===== src/rtl/keypad_pkg.sv =====
// keypad_pkg: shared constants, candidate encoding and FSM states
// for the 4x4 matrix keypad scanner.
package keypad_pkg;

    localparam int unsigned NUM_LINES = 4;
    localparam int unsigned NUM_KEYS  = NUM_LINES * NUM_LINES;

    // Candidate is {none, code}; the none flag sits above the 4-bit key index
    typedef logic [4:0] cand_t;

    localparam cand_t KEY_NONE = 5'b1_0000;

    typedef enum logic {
        RELEASED = 1'b0,
        PRESSED  = 1'b1
    } kp_state_e;

    // Collapse a full scan image (active-low) to one key, or NONE when
    // zero keys or more than one key (possible ghost) are seen.
    function automatic cand_t encode_cand(input logic [NUM_KEYS-1:0] bits);
        int unsigned hits;
        logic [3:0]  idx;
        hits = 0;
        idx  = 4'd0;
        for (int i = 0; i < NUM_KEYS; i++) begin
            if (!bits[i]) begin
                hits++;
                idx = 4'(i);
            end
        end
        return (hits == 1) ? {1'b0, idx} : KEY_NONE;
    endfunction

endpackage


===== src/rtl/keypad_debounce.sv =====
// keypad_debounce: counts identical consecutive scan candidates and
// runs the RELEASED/PRESSED FSM that produces the key outputs.
module keypad_debounce
    import keypad_pkg::*;
#(
    parameter int unsigned DEBOUNCE_SCANS = 4
) (
    input  logic       clk,
    input  logic       rst,
    input  logic       scan_done_i,
    input  cand_t      cand_i,
    output logic [3:0] key_code_o,
    output logic       key_valid_o,
    output logic       key_held_o
);

    localparam logic [3:0] STABLE_MAX = 4'(DEBOUNCE_SCANS);

    cand_t      cand_q,   cand_d;
    logic [3:0] stable_q, stable_d;

    kp_state_e  state_q,  state_d;
    logic [3:0] code_q,   code_d;
    logic       valid_q,  valid_d;

    logic       settled;

    assign settled = (stable_q == STABLE_MAX);

    // Track the latest candidate and how many scans in a row produced it
    always_comb begin
        cand_d   = cand_q;
        stable_d = stable_q;
        if (scan_done_i) begin
            if (cand_i == cand_q) begin
                if (stable_q != STABLE_MAX) begin
                    stable_d = stable_q + 4'd1;
                end
            end else begin
                cand_d   = cand_i;
                stable_d = 4'd1;
            end
        end
    end

    // Press/release/roll-over decisions; a key already reported is not repeated
    always_comb begin
        state_d = state_q;
        code_d  = code_q;
        valid_d = 1'b0;
        unique case (state_q)
            RELEASED: begin
                if (settled && !cand_q[4]) begin
                    state_d = PRESSED;
                    code_d  = cand_q[3:0];
                    valid_d = 1'b1;
                end
            end
            PRESSED: begin
                if (settled) begin
                    if (cand_q[4]) begin
                        state_d = RELEASED;
                    end else if (cand_q[3:0] != code_q) begin
                        code_d  = cand_q[3:0];
                        valid_d = 1'b1;
                    end
                end
            end
            default: begin
                state_d = RELEASED;
            end
        endcase
    end

    // Debounce counters and output registers
    always_ff @(posedge clk or negedge rst) begin
        if (!rst) begin
            cand_q   <= KEY_NONE;
            stable_q <= 4'd0;
            state_q  <= RELEASED;
            code_q   <= 4'd0;
            valid_q  <= 1'b0;
        end else begin
            cand_q   <= cand_d;
            stable_q <= stable_d;
            state_q  <= state_d;
            code_q   <= code_d;
            valid_q  <= valid_d;
        end
    end

    assign key_code_o  = code_q;
    assign key_valid_o = valid_q;
    assign key_held_o  = (state_q == PRESSED);

endmodule


===== src/rtl/keypad_scan.sv =====
// keypad_scan: drives one keypad row low at a time, samples the columns
// into a scan image and hands a per-scan candidate to the debouncer.
module keypad_scan
    import keypad_pkg::*;
#(
    parameter int unsigned SCAN_DIV       = 50000,
    parameter int unsigned DEBOUNCE_SCANS = 4
) (
    input  logic       clk,
    input  logic       rst,
    input  logic [3:0] col_in,
    output logic [3:0] row_out,
    output logic [3:0] key_code,
    output logic       key_valid,
    output logic       key_held
);

    localparam int unsigned     DIV_W    = (SCAN_DIV > 1) ? $clog2(SCAN_DIV) : 1;
    localparam logic [DIV_W-1:0] DIV_LAST = DIV_W'(SCAN_DIV - 1);

    logic [3:0]          sync1_q, sync2_q;
    logic [DIV_W-1:0]    div_q,   div_d;
    logic [1:0]          row_q,   row_d;
    logic [NUM_KEYS-1:0] scan_q,  scan_d;
    logic                done_q,  done_d;
    logic                sample;
    cand_t               cand;

    // The last cycle of each row period is the sample point
    assign sample = (div_q == DIV_LAST);

    // Divider, row advance, scan image capture and end-of-scan strobe
    always_comb begin
        div_d  = div_q + DIV_W'(1);
        row_d  = row_q;
        scan_d = scan_q;
        done_d = 1'b0;
        if (sample) begin
            div_d = '0;
            row_d = row_q + 2'd1;
            scan_d[{row_q, 2'b00} +: 4] = sync2_q;
            done_d = (row_q == 2'd3);
        end
    end

    // Column synchronizer and scan state
    always_ff @(posedge clk or negedge rst) begin
        if (!rst) begin
            sync1_q <= 4'hF;
            sync2_q <= 4'hF;
            div_q   <= '0;
            row_q   <= 2'd0;
            scan_q  <= '1;
            done_q  <= 1'b0;
        end else begin
            sync1_q <= col_in;
            sync2_q <= sync1_q;
            div_q   <= div_d;
            row_q   <= row_d;
            scan_q  <= scan_d;
            done_q  <= done_d;
        end
    end

    assign row_out = ~(4'b0001 << row_q);

    // Scan image is complete when done_q is seen, so the encoder reads it directly
    assign cand = encode_cand(scan_q);

    keypad_debounce #(
        .DEBOUNCE_SCANS(DEBOUNCE_SCANS)
    ) u_debounce (
        .clk        (clk),
        .rst        (rst),
        .scan_done_i(done_q),
        .cand_i     (cand),
        .key_code_o (key_code),
        .key_valid_o(key_valid),
        .key_held_o (key_held)
    );

endmodule


===== config.mk =====
export PLATFORM = sky130hd
export DESIGN_NAME = keypad_scan
export DESIGN_NICKNAME = d
export VERILOG_FILES = /design/src/rtl/keypad_pkg.sv /design/src/rtl/keypad_debounce.sv /design/src/rtl/keypad_scan.sv
export SDC_FILE = /design/constraint.sdc
export NUM_CORES = 1
export LEC_CHECK = 0
export CORE_ASPECT_RATIO = 0.6
export CORE_MARGIN = 2
export CORE_UTILIZATION = 48
export CTS_CLUSTER_DIAMETER = 50
export CTS_CLUSTER_SIZE = 12
export DETAILED_ROUTE_END_ITERATION = 16
export PLACE_DENSITY = 0.65
export SYNTH_ARGS = -nofsm -noshare
export SYNTH_HDL_FRONTEND = slang
export SYNTH_SLANG_ARGS = --single-unit

===== constraint.sdc =====
create_clock -name clk -period 12 [get_ports clk]
set_input_delay 2.4 -clock clk [delete_from_list [all_inputs] [get_ports clk]]
set_output_delay 2.4 -clock clk [all_outputs]
set_load 0.02 [all_outputs]

==> results.py <==
metrics = {
    "setup_path": {
        "critPathLaunchType": "register",
        "cp.required_ns": 12.23,
        "cpMaxStageDelayCell": "dfstp_2",
        "setup.worst_path.end_class": "register",
        "cp_data_arrival_time_ns": 10.45,
        "slowest_delay_ns": 0.54,
        "reg2reg_slack_ns": 1.78,
        "path_common_cell": "ha_1",
        "worstPathMaxFanout": 5,
        "worstReg2RegEnd": "u_debounce.cand_q[3]",
        "rr_worst_depth": 50,
        "timing.rr.start": "scan_q[0]",
        "crit_type": "register to register",
    },
    "layout": {
        "layout.nets": 557,
        "antenna_cells": 0,
        "fin_area_um2": 5150,
        "fillers": 851,
        "drive_above_1_share_pct": 14.3,
        "area_delta_synth_final_pct": 11.9,
    },
    "clock_network": {
        "clock-root-buffer": "clkbuf_16",
        "ctsHoldBuffers": 0,
        "cts_tree": "done",
        "cts.path.max_buffers": 2,
        "clk_latency_ns": 0.32,
        "cts-htree-levels": 3,
        "numCtsBuffers": 9,
        "clock-sinks": 58,
        "clk_pin_slew_ns": 0.05,
        "cts_resized": 0,
        "post_cts_buffers": 0,
    },
    "timing": {
        "finalHoldViolations": 0,
        "slew_headroom_pct": 53.1,
        "worstMarginPinSlew_ns": 0.703,
        "rsz0062_at_grt": "false",
        "maxSlewViolCount": 0,
        "period_share_pct": 85.2,
        "fmax_mhz": 97.8,
        "min_period_ns": 10.22,
        "clock-skew-final_ns": 0.00601,
        "setup_tns_ns": 0,
        "finalSetupViolCount": 0,
    },
    "hold_path": {
        "whs_path_depth": 0,
        "min_to": "sync2_q[3]",
        "hold_class": "register to register",
        "hp-start": "sync1_q[3]",
    },
    "die": {
        "core_um2": 9260,
        "die_width_um": 130,
        "start_util_pct": 49.7,
        "row_count": 27,
        "boundaryPins": 16,
        "die_y_um": 79.9,
        "die-area_um2": 10400,
    },
    "yosys": {
        "synth_edf_count": 0,
        "async_flop_share_pct": 100,
        "synth_flop_cell": "dfrtp_1",
        "synth.most_common_cell": "nand2_1",
        "ys_ff_latch": 58,
        "synthTopCellsByArea": "dfrtp_1 (18%), dfstp_2 (14%), xnor2_1 (6.5%), ha_1 (6.3%), nand2_1 (5.9%)",
        "ys_warn_count": 0,
        "synth_top_area_share_pct": 17.9,
        "synthCells": 518,
        "ys_top_cells_by_count": "nand2_1 (72), nor2_1 (38), xnor2_1 (34)",
        "yosysUniqueCellTypes": 76,
        "synth_area_um2": 4600,
        "syn_avg_cell_area_um2": 8.89,
        "seq_area_frac_synth_pct": 32.2,
        "yosysTopAreaCell": "dfrtp_1",
        "syn_nets": 547,
    },
    "placement": {
        "numPortBuffers": 15,
        "gp_congestion": 0.797,
        "place_area_um2": 4840,
        "dp_hpwl_mm": 7.12,
    },
    "global_route": {
        "grt_max_degree": 59,
        "grt_overflow_total": 0,
        "antenna_found_initial": 0,
        "grt_use_total_pct": 19.4,
        "grt_pass1_vias": 3397,
        "grt_first_pass_wirelength_mm": 16.2,
    },
    "flow_run": {
        "maxCapViolations": 0,
    },
    "routing": {
        "drt_iter0_markers": 217,
        "post_drt_via_cell_ratio": 5.35,
        "firstDrtPassIters": 5,
        "final_antenna_net_count": 0,
        "routed_wl_mm": 9.31,
        "vias": 3546,
        "route.detailed.drc": 0,
        "routedWlPerCell_um": 14.0,
    },
    "power_and_ir_drop": {
        "vdd_drop_max_uv": 84.3,
        "power_density_nw_per_um2": 89.7,
        "leakage_nw": 2.13,
    },
    "status": {
        "outcome": "finished clean",
    },
}
==> critical path: cells and delay by family (launching register included) <==
kind | cells | cell delay [ns]
compound gates | 9 | 1.40
xor+xnor | 1 | 0.35
fa+ha+maj | 14 | 4.13
buf+inv | 3 | 0.23
flops | 1 | 0.54
mux | 2 | 0.41
simple gates | 21 | 3.10
==> worst max-delay path by stage <==
stage,end,start
after CTS,u_debounce.cand_q[3],scan_q[0]
after floorplan,u_debounce.stable_q[0],scan_q[0]
after global placement,u_debounce.stable_q[0],scan_q[0]
final,u_debounce.cand_q[3],scan_q[0]
after detailed placement,u_debounce.stable_q[0],scan_q[1]
after global routing,u_debounce.cand_q[3],scan_q[1]
==> cell usage in the layout (no fill, tap or decap), drive strengths merged, types with 5 or more instances in the layout <==
master | Yosys | layout
nand2b | 12 | 12
xnor3 | 5 | 5
nand2 | 72 | 72
nand3 | 18 | 18
a31oi | 6 | 6
mux2 | 8 | 8
and2 | 5 | 5
inv | 23 | 23
ha | 23 | 23
o22ai | 6 | 6
clkdlybuf4s50 | 0 | 14
clkbuf | 14 | 11
nand3b | 8 | 8
and3 | 10 | 10
nor2 | 38 | 38
xnor2 | 39 | 39
o21ai | 34 | 34
xor2 | 18 | 18
a21oi | 21 | 21
nor2b | 10 | 10
dfrtp | 33 | 33
dfstp | 25 | 25
nor3 | 19 | 19
==> kinds of logic (layout without fill, tap and decap cells) <==
family                     Yosys count  after routing  synth area share [%]
and+or+nand+nor                    222            222                  25.4
AOI/OAI and AO/OA                   98             98                  13.8
buffers and inverters               40             55                  3.48
muxes                               12             12                  2.83
DFF                                 58             58                  32.2
xor gates and xnor gates            64             64                  15.8
adders and majority gates           24             24                  6.47
==> through the flow <==
stage               cells  power (W)  worst slack (ns)  util [%]  hold WS, ns
finish                663   0.000462              1.78      55.6        0.353
global route          663   0.000474              1.02      55.6        0.361
CTS                   663   0.000465              1.79      55.6        0.354
detailed placement    647   0.000209              1.81      52.3        0.347
global placement      647   0.000208              2.28      52.3        0.347
floorplan             518   0.000203              2.66         -        0.345
==> layer usage <==
layer  GRT usage [%]  share of wire [%]  routed length, um  vias to the layer above
met2            26.6                 38               3580                       42
met3            1.94                2.0                190                       10
met4            5.74                1.1                102                        0
li1                -                  -                  -                     1842
met5               0                  0                  0                        -
met1            31.7                 58               5440                     1652
==> where the power goes <==
group	internal [W]	total, W	switching (W)
Sequential	0.000199	0.000200	0.00000112
Clock	0.000171	0.000257	0.0000860
Combinational	0.00000160	0.00000548	0.00000388
Total	0.000371	0.000462	0.0000910
==> layout make-up <==
class                           instances  area (um^2)  area share, %
Timing Repair Buffer                   16          153           2.96
Clock inverter                          5         52.6           1.02
Clock buffer                           11          253           4.91
Inverter                               23         86.3           1.68
Sequential cell                        58         1480           28.8
Multi-Input combinational cell        420         2960           57.5
Tap cell                              130          163           3.16
==> state kept, by name, indices dropped and copies added, names as in the netlist, named ones only <==
signal and count:
div_q 16, sync1_q 4, row_q 2, u_debounce.cand_q 5
u_debounce.key_valid_o 1, scan_q 16, u_debounce.stable_q 4, sync2_q 4
u_debounce.key_code_o 4, done_q 1
No activity file was read; power rests on OpenSTA's default activity.
